## config.mk

```make
export PLATFORM = sky130hd
export DESIGN_NAME = jtframe_busdma
export DESIGN_NICKNAME = d
export VERILOG_FILES = /design/src/rtl/jtframe_dma_pkg.sv /design/src/rtl/jtframe_busdma_arb.sv /design/src/rtl/jtframe_busdma.sv
export SDC_FILE = /design/constraint.sdc
export NUM_CORES = 1
export LEC_CHECK = 0
export ABC_AREA = 1
export ABC_CLOCK_PERIOD_IN_PS = 7500
export CAP_MARGIN = 10
export CORE_MARGIN = 8
export CORE_UTILIZATION = 50
export DETAILED_ROUTE_END_ITERATION = 6
export PLACE_DENSITY_LB_ADDON = 0.12
export SYNTH_ARGS = -nofsm -noshare
export SYNTH_HDL_FRONTEND = slang
export SYNTH_SLANG_ARGS = --single-unit
```

## constraint.sdc

```tcl
create_clock -name clk -period 7.5 [get_ports clk]
set_clock_uncertainty 0.2 [all_clocks]
set_input_delay 1.125 -clock clk [delete_from_list [all_inputs] [get_ports clk]]
set_output_delay 1.125 -clock clk [all_outputs]
set_load 0.1 [all_outputs]
```

## src/rtl/jtframe_dma_pkg.sv

```systemverilog
// jtframe_dma_pkg: shared FSM encoding, channel-index width and priority helper
// for the jtframe_busdma engine.
package jtframe_dma_pkg;
  localparam int CHW = 2;
  typedef enum logic [2:0] {IDLE, REQ, XFER, FLUSH, REL} state_t;
  function automatic logic [CHW-1:0] prio_enc(input logic [3:0] req);
    return req[0] ? 2'd0 : req[1] ? 2'd1 : req[2] ? 2'd2 : 2'd3;
  endfunction
endpackage

```

## src/rtl/jtframe_busdma_arb.sv

```systemverilog
// jtframe_busdma_arb: per-channel go edge detect, pending latches and
// lowest-index-first selection.
module jtframe_busdma_arb
  import jtframe_dma_pkg::*;
#(
  parameter int CH = 2
) (
  input  logic           clk,
  input  logic           rst_n,
  input  logic [CH-1:0]  go_i,
  input  logic [CH-1:0]  clr_i,
  output logic           any_o,
  output logic [CHW-1:0] sel_o
);
  logic [CH-1:0] go_q, pend_q;
  logic [3:0]    req;
  // a fresh edge wins over the clear so a re-trigger during selection is kept
  always_ff @(posedge clk or negedge rst_n)
    if (!rst_n) begin
      go_q   <= '0;
      pend_q <= '0;
    end else begin
      go_q   <= go_i;
      pend_q <= (pend_q & ~clr_i) | (go_i & ~go_q);
    end
  always_comb begin
    req          = '0;
    req[CH-1:0]  = pend_q;
  end
  assign any_o = |pend_q;
  assign sel_o = prio_enc(req);
endmodule

```

## src/rtl/jtframe_busdma.sv

```systemverilog
// jtframe_busdma: multi-channel bus-mastering block copier from CPU RAM to a private buffer.
// Define JTFRAME_DMA_VBL_EN to hold new transfers until vertical blank (LVBL low).
module jtframe_busdma
  import jtframe_dma_pkg::*;
#(
  parameter int CH = 2,
  parameter int AW = 12,
  parameter int DW = 8,
  parameter int LW = 9
) (
  input  logic            clk,
  input  logic            rst_n,
  input  logic            cen,
  input  logic            LVBL,
  input  logic [CH-1:0]   go,
  input  logic [CH*AW-1:0] cfg_base,
  input  logic [CH*LW-1:0] cfg_len,
  output logic            busrq_n,
  input  logic            busak_n,
  output logic [AW-1:0]   src_addr,
  output logic            src_cs,
  input  logic [DW-1:0]   src_dout,
  output logic [LW-1:0]   dst_addr,
  output logic [DW-1:0]   dst_din,
  output logic            dst_we,
  output logic [1:0]      dst_ch,
  output logic            busy,
  output logic [CH-1:0]   done
);
  state_t         state_q;
  logic           any, gate, take, stall_q;
  logic           busrq_n_q, cs_q, we_q, busy_q;
  logic [CHW-1:0] sel, ch_q;
  logic [CH-1:0]  clr, done_q;
  logic [AW-1:0]  base_sel, base_q, addr_q;
  logic [LW-1:0]  len_sel, len_q, cnt_q, cnt_m1, daddr_q;
  logic [DW-1:0]  din_q;

  jtframe_busdma_arb #(.CH(CH)) u_arb (
    .clk   (clk),
    .rst_n (rst_n),
    .go_i  (go),
    .clr_i (clr),
    .any_o (any),
    .sel_o (sel)
  );

`ifdef JTFRAME_DMA_VBL_EN
  assign gate = ~LVBL;
`else
  logic vbl_unused;
  assign vbl_unused = LVBL;
  assign gate       = 1'b1;
`endif

  assign base_sel = cfg_base[int'(sel)*AW +: AW];
  assign len_sel  = cfg_len[int'(sel)*LW +: LW];
  // empty blocks finish at clk rate; real transfers start on a cen step
  assign take     = state_q == IDLE && any && gate && (len_sel == '0 || cen);
  assign clr      = take ? CH'(1) << sel : '0;
  assign cnt_m1   = cnt_q - 1'b1;

  always_ff @(posedge clk or negedge rst_n)
    if (!rst_n) begin
      state_q   <= IDLE;
      busrq_n_q <= 1'b1;
      cs_q      <= 1'b0;
      we_q      <= 1'b0;
      busy_q    <= 1'b0;
      done_q    <= '0;
      addr_q    <= '0;
      daddr_q   <= '0;
      din_q     <= '0;
      ch_q      <= '0;
      base_q    <= '0;
      len_q     <= '0;
      cnt_q     <= '0;
      stall_q   <= 1'b0;
    end else begin
      done_q <= '0;
      we_q   <= 1'b0;
      case (state_q)
        IDLE: if (take) begin
          ch_q    <= sel;
          base_q  <= base_sel;
          len_q   <= len_sel;
          cnt_q   <= '0;
          stall_q <= 1'b0;
          if (len_sel == '0) done_q <= clr;
          else begin
            state_q   <= REQ;
            busrq_n_q <= 1'b0;
            busy_q    <= 1'b1;
          end
        end
        REQ: if (cen && !busak_n) state_q <= XFER;
        XFER: if (cen) begin
          if (busak_n) begin
            stall_q <= 1'b1;
            cs_q    <= 1'b0;
          end else if (stall_q && cnt_q != '0) begin
            // the word read before the stall was lost with the bus: fetch it again
            stall_q <= 1'b0;
            addr_q  <= base_q + AW'(cnt_m1);
            cs_q    <= 1'b1;
          end else begin
            stall_q <= 1'b0;
            addr_q  <= base_q + AW'(cnt_q);
            cs_q    <= 1'b1;
            cnt_q   <= cnt_q + 1'b1;
            if (cnt_q != '0) begin
              we_q    <= 1'b1;
              daddr_q <= cnt_m1;
              din_q   <= src_dout;
            end
            if (cnt_q + 1'b1 == len_q) state_q <= FLUSH;
          end
        end
        FLUSH: if (cen) begin
          we_q      <= 1'b1;
          daddr_q   <= cnt_m1;
          din_q     <= src_dout;
          cs_q      <= 1'b0;
          busrq_n_q <= 1'b1;
          state_q   <= REL;
        end
        REL: if (cen && busak_n) begin
          done_q  <= CH'(1) << ch_q;
          busy_q  <= 1'b0;
          state_q <= IDLE;
        end
        default: state_q <= IDLE;
      endcase
    end

  assign busrq_n  = busrq_n_q;
  assign src_addr = addr_q;
  assign src_cs   = cs_q;
  assign dst_addr = daddr_q;
  assign dst_din  = din_q;
  assign dst_we   = we_q;
  assign dst_ch   = ch_q;
  assign busy     = busy_q;
  assign done     = done_q;
endmodule

```

# [Word-level counts from Yosys, hierarchy flattened]
# Index checks and enable logic that the tools add are counted.
[word_totals] ff_bits=75 input_bits=57
[op_classes] n_bitwise=6 multipliers=2 n_shift=4 eq_ne=15 mux=57 n_reduce_logical=24 n_addsub=4
[ops] op="$mux 9" n=9
[ops] op="$mux 8" n=5
[ops] op="$pmux 9 s2" n=2
[ops] op="$mux 3" n=9
[ops] op="$add 12x9->12" n=2
[ops] op="$shiftx 24x7->12" n=1
[ops] op="$ne 2x2->1 const B" n=10
[ops] op="$shiftx 18x7->9" n=1
[ops] op="$mux 1" n=17
[ops] op="$pmux 8 s2" n=1
[ops] op="$pmux 3 s5" n=1
[ops] op="$mux 12" n=1
[ops] op="$mux 2" n=6
[ops] op="$pmux 1 s2" n=5
[ops] op="$add 9x1->9 const B" n=1
[ops] op="$eq 9x9->1" n=1
[ops] op="$logic_not 9->1" n=1
[ops] op="$reduce_and 3->1" n=3
[ops] op="$reduce_and 9->1" n=1
[ops] op="$reduce_bool 9->1" n=1
[ops] op="$sub 9x1->9 const B" n=1
[ops] op="$reduce_and 4->1" n=2
[ops] op="$reduce_bool 2->1" n=4
[ops] op="$eq 3x2->1 const B" n=2
[ops] op="other kinds (18)" n=25

# [Depth between registers and ports, before layout]
# Gate-level depths: netlist of the first run.
[logic_depth] ltp_word=11 mapped_depth=20 depth_no_buf=19

# [Modules after synthesis]
# From an unflattened synthesis of the first run, not the netlist that was laid out.
[unflattened] hier_cells=560 hier_area_um2=4400.5
[modules_own_cells] module="jtframe_busdma" cells_each=543 area_per_inst_um2=4249.1 n_inst=1
[modules_own_cells] module="jtframe_busdma_arb" cells_each=17 area_per_inst_um2=151.4 n_inst=1

# [Worst setup path before layout of the first run]
# Ideal clock, no wire load.
[synth_path] path_type="register to register" from="register cnt_q[4]" to="register addr_q[9] (netlist: src_addr[9])" synth_period_minus_slack_ns=2.876 t_arrival_ns=2.557 stages_incl_launch_ff=20 path_buffers=1 path_slack_ns=4.624 required_ns=7.180 setup_time_ns=0.120 cell_sequence="dfrtp_1 buf_6 nor2_2 nand2_1 nor2_2 nand4_1 nand2_1 clkinv_1 nand2_1 o21ai_0 ha_1 nand3_1 nand2_1 nand3_1 o21bai_1 nand2_1 nand2_1 o211ai_1 nand3_1 nand2_1"
[synth_between] elab_chain_len=3 elab_cells_between_ends=6 cone_classes="add/sub: 3; mux: 1; reduce/logical: 2"
[synth_lines] element="from (decl)" line_no="jtframe_busdma.sv:36" source="logic [LW-1:0] len_sel, len_q, cnt_q, cnt_m1, daddr_q;"
[synth_lines] element="from (signal assigned)" line_no="jtframe_busdma.sv:110" source="cnt_q <= cnt_q + 1'b1;"
[synth_lines] element="$sub 9x1->9 or $reduce_bool 9->1 (tied branches)" line_no="jtframe_busdma.sv:61, jtframe_busdma.sv:101"
[synth_lines] element="$add 12x9->12 or $logic_and 1x1->1 (tied branches)" line_no="jtframe_busdma.sv:104, jtframe_busdma.sv:101"
[synth_lines] element="$mux 12 (*)" line_no="jtframe_busdma.sv:101" source="end else if (stall_q && cnt_q != '0) begin"
[synth_lines] element="to (signal assigned)" line_no="jtframe_busdma.sv:104" source="addr_q <= base_q + AW'(cnt_m1);"
[synth_lines] element="to (signal assigned)" line_no="jtframe_busdma.sv:108" source="addr_q <= base_q + AW'(cnt_q);"
[synth_lines] element="to (decl)" line_no="jtframe_busdma.sv:35" source="logic [AW-1:0] base_sel, base_q, addr_q;"
# Mark *: on every way between the ends. The rest lies on a longest branch, timed or not.
# A chain may end at the register's enable or synchronous reset.

# [Worst setup path after layout of the first run]
[layout_path] from="input cen" to="register din_q[7] (netlist: dst_din[7])"
[layout_between] elab_chain_len=2 elab_cells_between_ends=3 cone_classes="eq/ne: 2; reduce/logical: 1"
[layout_lines] element="from (decl)" line_no="jtframe_busdma.sv:13" source="input logic cen,"
[layout_lines] element="$ne 2x2->1 (no line)"
[layout_lines] element="$reduce_and 6->1 (no line) (*)"
[layout_lines] element="to (signal assigned)" line_no="jtframe_busdma.sv:114" source="din_q <= src_dout;"
[layout_lines] element="to (signal assigned)" line_no="jtframe_busdma.sv:122" source="din_q <= src_dout;"
[layout_lines] element="to (decl)" line_no="jtframe_busdma.sv:37" source="logic [DW-1:0] din_q;"
# Marked as above.

==> flow_metrics.env, run 1 <==
export IMPL_die_y_um=108
export IMPL_row_count=33
export IMPL_drive_above_1_share=0.0734
export IMPL_drc=0
export IMPL_path_clk_slew_ps=80
export IMPL_syn_num_nets=618
export IMPL_wl_per_cell_um=14.8
export IMPL_clock_root_buffer="clkbuf_8"
export IMPL_io_pins=94
export IMPL_num_vias=3937
export IMPL_cts_setup_buffers=0
export IMPL_setup_viol=0
export IMPL_max_cap_violations=0
export IMPL_synth_cells=547
export IMPL_nNetsFinal=706
export IMPL_areaGrowthSynthToFinish_pct=27.8
export IMPL_critical_path_arrival_ps=3760
export IMPL_antennaDiodeCount=0
export IMPL_drt_iter0_drc=147
export IMPL_seq_area_um2=1880
export IMPL_endpoint_kind="register"
export IMPL_fmax_mhz=268
export IMPL_worstRegToRegCells=17
export IMPL_tritoncts="done"
export IMPL_hp_start="u_arb.go_q[1]$_DFF_PN0_"
export IMPL_numCtsBuffers=9
export IMPL_yosysSeqAreaShare=0.444
export IMPL_grt_max_degree=76
export IMPL_synth_top_area_share=0.438
export IMPL_max_vdd_ir_drop_mv=0.295
export IMPL_initial_core_util=0.514
export IMPL_cts_resized=0
export IMPL_grt_pass1_wl_um=18100
export IMPL_worst_pin_slew_ps=1010
export IMPL_synth_edf_count=0
export IMPL_grt_ovfl_total=0
export IMPL_synth_distinct_cells=35
export IMPL_die_w_um=108
export IMPL_portBuffers=92
export IMPL_relSlewSlack=0.324
export IMPL_gp_congestion=0.943
export IMPL_grt_util_all_layers=0.194
export IMPL_min_period_over_period=0.497
export IMPL_p_leak_nw=2.52
export IMPL_rsz0062_at_grt="no"
export IMPL_cp_required_ps=7530
export IMPL_synth_area_um2=4230
export IMPL_grt_pass1_vias=3806
export IMPL_clk_insertion_delay_late_ps=340
export IMPL_rr_startpoint="cnt_q[4]$_DFFE_PN0P_"
export IMPL_hpwl_um=8430
export IMPL_p_total_w=0.00247
export IMPL_cts_hold_buffers=0
export IMPL_power_density_nw_per_um2=458
export IMPL_outcome="complete, no violations"
export IMPL_tns_ps=0
export IMPL_cts_sinks=75
export IMPL_crit_path_start="cen"
export IMPL_dieArea_um2=11700
export IMPL_start_kind="input port"
export IMPL_core_area_um2=8220
export IMPL_ys_dominant_reg_cell="dfrtp_1"
export IMPL_rr_endpoint="src_addr[9]$_DFFE_PN0P_"
export IMPL_ff2ff_setup_slack_ps=3950
export IMPL_fillers=725
export IMPL_synthArstFlopShare=1.00
export IMPL_netlist_top_cells_count="nand2_1 (198), dfrtp_1 (74), o21ai_0 (44)"
export IMPL_h_tree_depth=3
export IMPL_yosys_top_cells_area="dfrtp_1 (44%), nand2_1 (18%), o21ai_0 (5.2%), nand3_1 (3.9%), ha_1 (3.8%)"
export IMPL_yosysWarnings=0
export IMPL_whs_endpoint="u_arb.pend_q[1]$_DFF_PN0_"
export IMPL_multi_input_area_um2=2100
export IMPL_first_pass_iters=5
export IMPL_period_minus_slack_ps=3730
export IMPL_critPathMaxFanout=23
export IMPL_ys_ff_latch=75
export IMPL_antenna_found_initial=0
export IMPL_hp_class="register to register"
export IMPL_vias_per_cell=5.28
export IMPL_slew_viol_final=0
export IMPL_finalHoldViolations=0
export IMPL_yosys_area_top_type="dfrtp_1"
export IMPL_ctsLongestPathBuffers=2
export IMPL_worstSetupPathType="input port to register"
export IMPL_synth_most_common_cell="nand2_1"
export IMPL_synth_avg_cell_area_um2=7.73
export IMPL_min_path_cells=1
export IMPL_routed_wl_um=11000
export IMPL_antenna_left=0
## report_power, final
| part | internal (W) | leakage [nW] | switching (W) |
|---|---|---|---|
| registers | 0.000559 | 0.921 | 0.000112 |
| logic | 0.000393 | 1.49 | 0.00107 |
| clock network | 0.000188 | 0.106 | 0.000154 |
## layout by cell type (no fill, tap or decap), types with 4 or more instances in the layout
cell type | Yosys | routed
mux2_2 | 12 | 12
nand3_1 | 33 | 33
nand2_1 | 198 | 198
nand2_2 | 4 | 4
inv_1 | 38 | 38
dfrtp_1 | 74 | 74
nor2_1 | 43 | 43
xnor2_1 | 5 | 5
ha_1 | 13 | 13
a31oi_1 | 7 | 7
o21ai_0 | 44 | 44
nand4_1 | 9 | 9
o211ai_1 | 5 | 5
clkdlybuf4s50_1 | 0 | 91
clkbuf_8 | 0 | 9
xor2_1 | 7 | 7
a21oi_1 | 12 | 12
## per-stage QoR
step	hold WS [ps]	cell area (um^2)	instances	setup WS, ps	util
after floorplan	210	4230	547	4620	-
after global placement	213	5180	729	3480	0.631
after detailed placement	220	5180	729	3420	0.631
after CTS	233	5400	745	3770	0.658
after global routing	246	5400	745	3560	0.658
final	242	5400	745	3770	0.658
## cell families after synthesis
family                   after synthesis  synth area share
AND/OR/NAND/NOR                      300             0.296
AO/OA/AOI/OAI                         77             0.101
flip-flops                            75             0.444
buffers and inverters                 57            0.0589
adder cells (fa/ha/maj)               14            0.0432
XOR/XNOR                              12            0.0249
multiplexers                          12            0.0320
## sequential cells by signal, indices dropped and copies added, names as in the netlist, 3 cells and up
signal / flops
base_q: 12
src_addr: 12
cnt_q: 9
dst_addr: 9
len_q: 9
dst_din: 8
state_q: 3
## layer usage
layer | vias up | part of all wire | track usage
li1 | 1959 | - | -
met1 | 1839 | 0.43 | 0.234
met2 | 119 | 0.49 | 0.333
met3 | 20 | 0.058 | 0.0369
met4 | 0 | 0.021 | 0.0793
met5 | - | 0 | 0
## cell type report
class	count	area share
tap	105	0.0243
sequential	75	0.348
timing repair buffer	92	0.170
multi-input combinational	415	0.389
clock buffer	10	0.0236
inverter	42	0.0292
clock inverter	6	0.0167
## critical path, stage by stage
cell and delay [ps]:
clkdlybuf4s50_1 560, inv_1 130, nor2_1 160, nand2_2 240, inv_2 240, nand2_1 100, o21ai_2 760, mux2_2 430
## worst max-delay path by stage
stage / end / depth (start not counted)
after floorplan: src_addr[9]$_DFFE_PN0P_ / 19
after global routing: dst_din[2]$_DFFE_PN0P_ / 8
after global placement: dst_din[7]$_DFFE_PN0P_ / 8
final: dst_din[7]$_DFFE_PN0P_ / 8
after CTS: dst_din[7]$_DFFE_PN0P_ / 8
after detailed placement: dst_din[7]$_DFFE_PN0P_ / 8
(Power assumes the default switching activity.)
==> inputs of run 2 (changes only) <==
--- a/config.mk
+++ b/config.mk
@@ -6,10 +6,10 @@
 export NUM_CORES = 1
 export LEC_CHECK = 0
 export ABC_AREA = 1
-export ABC_CLOCK_PERIOD_IN_PS = 7500
+export ABC_CLOCK_PERIOD_IN_PS = 3100
 export CAP_MARGIN = 10
 export CORE_MARGIN = 8
-export CORE_UTILIZATION = 50
+export CORE_UTILIZATION = 46
 export DETAILED_ROUTE_END_ITERATION = 6
 export PLACE_DENSITY_LB_ADDON = 0.12
 export SYNTH_ARGS = -nofsm -noshare
==> constraint.sdc (replaced) <==
create_clock -name clk -period 3.1 [get_ports clk]
set_clock_uncertainty 0.2 [all_clocks]
set_input_delay 0.465 -clock clk [delete_from_list [all_inputs] [get_ports clk]]
set_output_delay 0.465 -clock clk [all_outputs]
set_load 0.1 [all_outputs]
==> run 2 against run 1 <==
  * Combinational power up 150%
  * Global-route usage down 1.3 points
  * Hold slack worse by 200 ps
  * Cell count grew 5.1%
  * Power up 140%
  * Register-to-register slack worse by 3800 ps
  * Routed wire length rose by 1.5%
  * Sequential share of layout area fell by 1.0 points
==> flow_metrics.env, run 2 (synthesis gave the netlist of run 1 again) <==
export IMPL_outcome="complete, no violations"
export IMPL_fin_area_um2=5570
export IMPL_fmax_mhz=335
export IMPL_vias_per_cell=5.09
export IMPL_p_leak_nw=2.71
export IMPL_rr_endpoint="src_addr[8]$_DFFE_PN0P_"
export IMPL_hpwl_um=8590
export IMPL_max_cap_violations=0
export IMPL_ff2ff_setup_slack_ps=120
export IMPL_cts_sinks=75
export IMPL_start_kind="register"
export IMPL_tns_ps=0
export IMPL_nNetsFinal=738
export IMPL_numCtsBuffers=9
export IMPL_max_vdd_ir_drop_mv=0.561
export IMPL_instances_no_fill=783
export IMPL_antenna_left=0
export IMPL_rr_startpoint="cnt_q[6]$_DFFE_PN0P_"
export IMPL_crit_path_start="cnt_q[6]$_DFFE_PN0P_"
export IMPL_hp_class="input port to async pin"
export IMPL_min_period_over_period=0.962
export IMPL_worstRegToRegCells=16
export IMPL_initial_core_util=0.466
export IMPL_row_count=35
export IMPL_setup_viol=0
export IMPL_routed_wl_um=11200
export IMPL_power_density_nw_per_um2=1080
export IMPL_grt_pass1_wl_um=18000
export IMPL_io_pins=94
export IMPL_antennaDiodeCount=0
export IMPL_portBuffers=92
export IMPL_wl_per_cell_um=14.3
export IMPL_period_minus_slack_ps=2980
export IMPL_relSlewSlack=0.369
export IMPL_cp_required_ps=3180
export IMPL_grt_util_all_layers=0.181
export IMPL_grt_ovfl_total=0
export IMPL_dieArea_um2=12500
export IMPL_fillers=845
export IMPL_die_y_um=112
export IMPL_core_area_um2=9060
export IMPL_worstSetupEndpoint="src_addr[8]$_DFFE_PN0P_"
export IMPL_h_tree_depth=3
export IMPL_post_place_ws_ps=102
export IMPL_drc=0
export IMPL_areaGrowthSynthToFinish_pct=31.8
export IMPL_endpoint_kind="register"
export IMPL_finalHoldViolations=0
export IMPL_cts_hold_buffers=0
export IMPL_tritoncts="done"
export IMPL_final_cell_mix="nand2_1 (196), dfrtp_1 (73), buf_4 (69)"
export IMPL_clock_root_buffer="clkbuf_8"
export IMPL_drive_above_1_share=0.186
export IMPL_antenna_found_initial=0
export IMPL_critPathMaxFanout=5
export IMPL_setup_slack_ps=118
export IMPL_dp_cells=760
export IMPL_die_w_um=112
export IMPL_placed_area_um2=5290
export IMPL_clk_insertion_delay_late_ps=350
export IMPL_layout_commonest_cell="nand2_1"
export IMPL_slew_viol_final=0
export IMPL_grt_max_degree=76
export IMPL_critical_path_arrival_ps=3060
export IMPL_ctsLongestPathBuffers=2
export IMPL_gp_congestion=0.897
export IMPL_num_vias=3986
export IMPL_worstSetupPathType="register to register"
export IMPL_grt_pass1_vias=3763
export IMPL_drt_iter0_drc=217
export IMPL_path_clk_slew_ps=80
export IMPL_first_pass_iters=4
export IMPL_worst_pin_slew_ps=947
==> run 2: cell count changes in the layout (fill, tap and decap cells not counted), sizes merged <==
| cell | delta |
|---|---|
| bufinv | -1 |
| buf | +68 |
| clkdlybuf4s50 | -37 |
| clkinv | -1 |
| clkbuf | +1 |
| inv | +1 |
| clkinvlp | +1 |
==> run 2: where the power goes <==
group          leakage (nW)  internal (W)  switching [W]  total, W
Combinational          1.69       0.00101        0.00260   0.00361
Clock                 0.104      0.000399       0.000375  0.000773
Sequential            0.919       0.00135       0.000263   0.00161
Total                  2.71       0.00276        0.00324   0.00600
==> run 2: cell type report <==
class,instances,area (um^2),share of cell area
Clock inverter,5,61.3,0.0110
Tap cell,111,139,0.0249
Timing Repair Buffer,123,1060,0.190
Clock buffer,11,141,0.0254
Timing Repair inverter,1,7.51,0.00135
Multi-Input combinational cell,415,2120,0.381
Inverter,42,161,0.0290
Sequential cell,75,1880,0.337
==> run 2: per-layer routing <==
metal	GRT usage	vias up	wire length [um]
met1	0.218	1830	5010
met3	0.0552	22	658
met2	0.294	106	5180
met5	0	-	0
li1	-	2028	-
met4	0.0757	0	320
==> run 2: timing repair <==
action | in CTS | in global routing
endpoints found under the hold margin | 0 | 0
endpoints found under the setup margin | 0 | 6
gates resized for setup | 0 | 13
setup buffers | 0 | 6
==> run 2: critical path, stage by stage (launching register included) <==
cell        delay (ps)
dfrtp_1            410
inv_1              150
nand2_2            100
nor2_2             110
nand4_1            130
nand2_2            140
buf_4              130
clkinvlp_4         110
nor2_1             130
a31oi_1             80
ha_1               360
nand2_1            120
nand3_1            100
a31oi_1            230
o21ai_0            150
xnor2_1            150
o21ai_0            130
==> run 2: metrics by stage <==
stage	util	total power, W	hold slack [ps]
after global placement	0.583	0.00513	214
final	0.614	0.00600	37.2
after detailed placement	0.583	0.00518	227
after floorplan	-	0.00433	-30.6
after CTS	0.606	0.00597	89.4
after global routing	0.614	0.00640	122
==> run 2: worst min path at each step <==
stage	slack [ps]	from	to	depth (start not counted)
6_report	40	rst_n	dst_ch[1]$_DFFE_PN0P_	1
5_1_grt	120	rst_n	dst_ch[1]$_DFFE_PN0P_	1
4_1_cts	90	rst_n	u_arb.go_q[0]$_DFF_PN0_	1
3_5_place_dp	230	u_arb.go_q[1]$_DFF_PN0_	u_arb.pend_q[1]$_DFF_PN0_	1
3_3_place_gp	210	u_arb.go_q[1]$_DFF_PN0_	u_arb.pend_q[1]$_DFF_PN0_	1
2_1_floorplan	-30	rst_n	base_q[0]$_DFFE_PN0P_	0
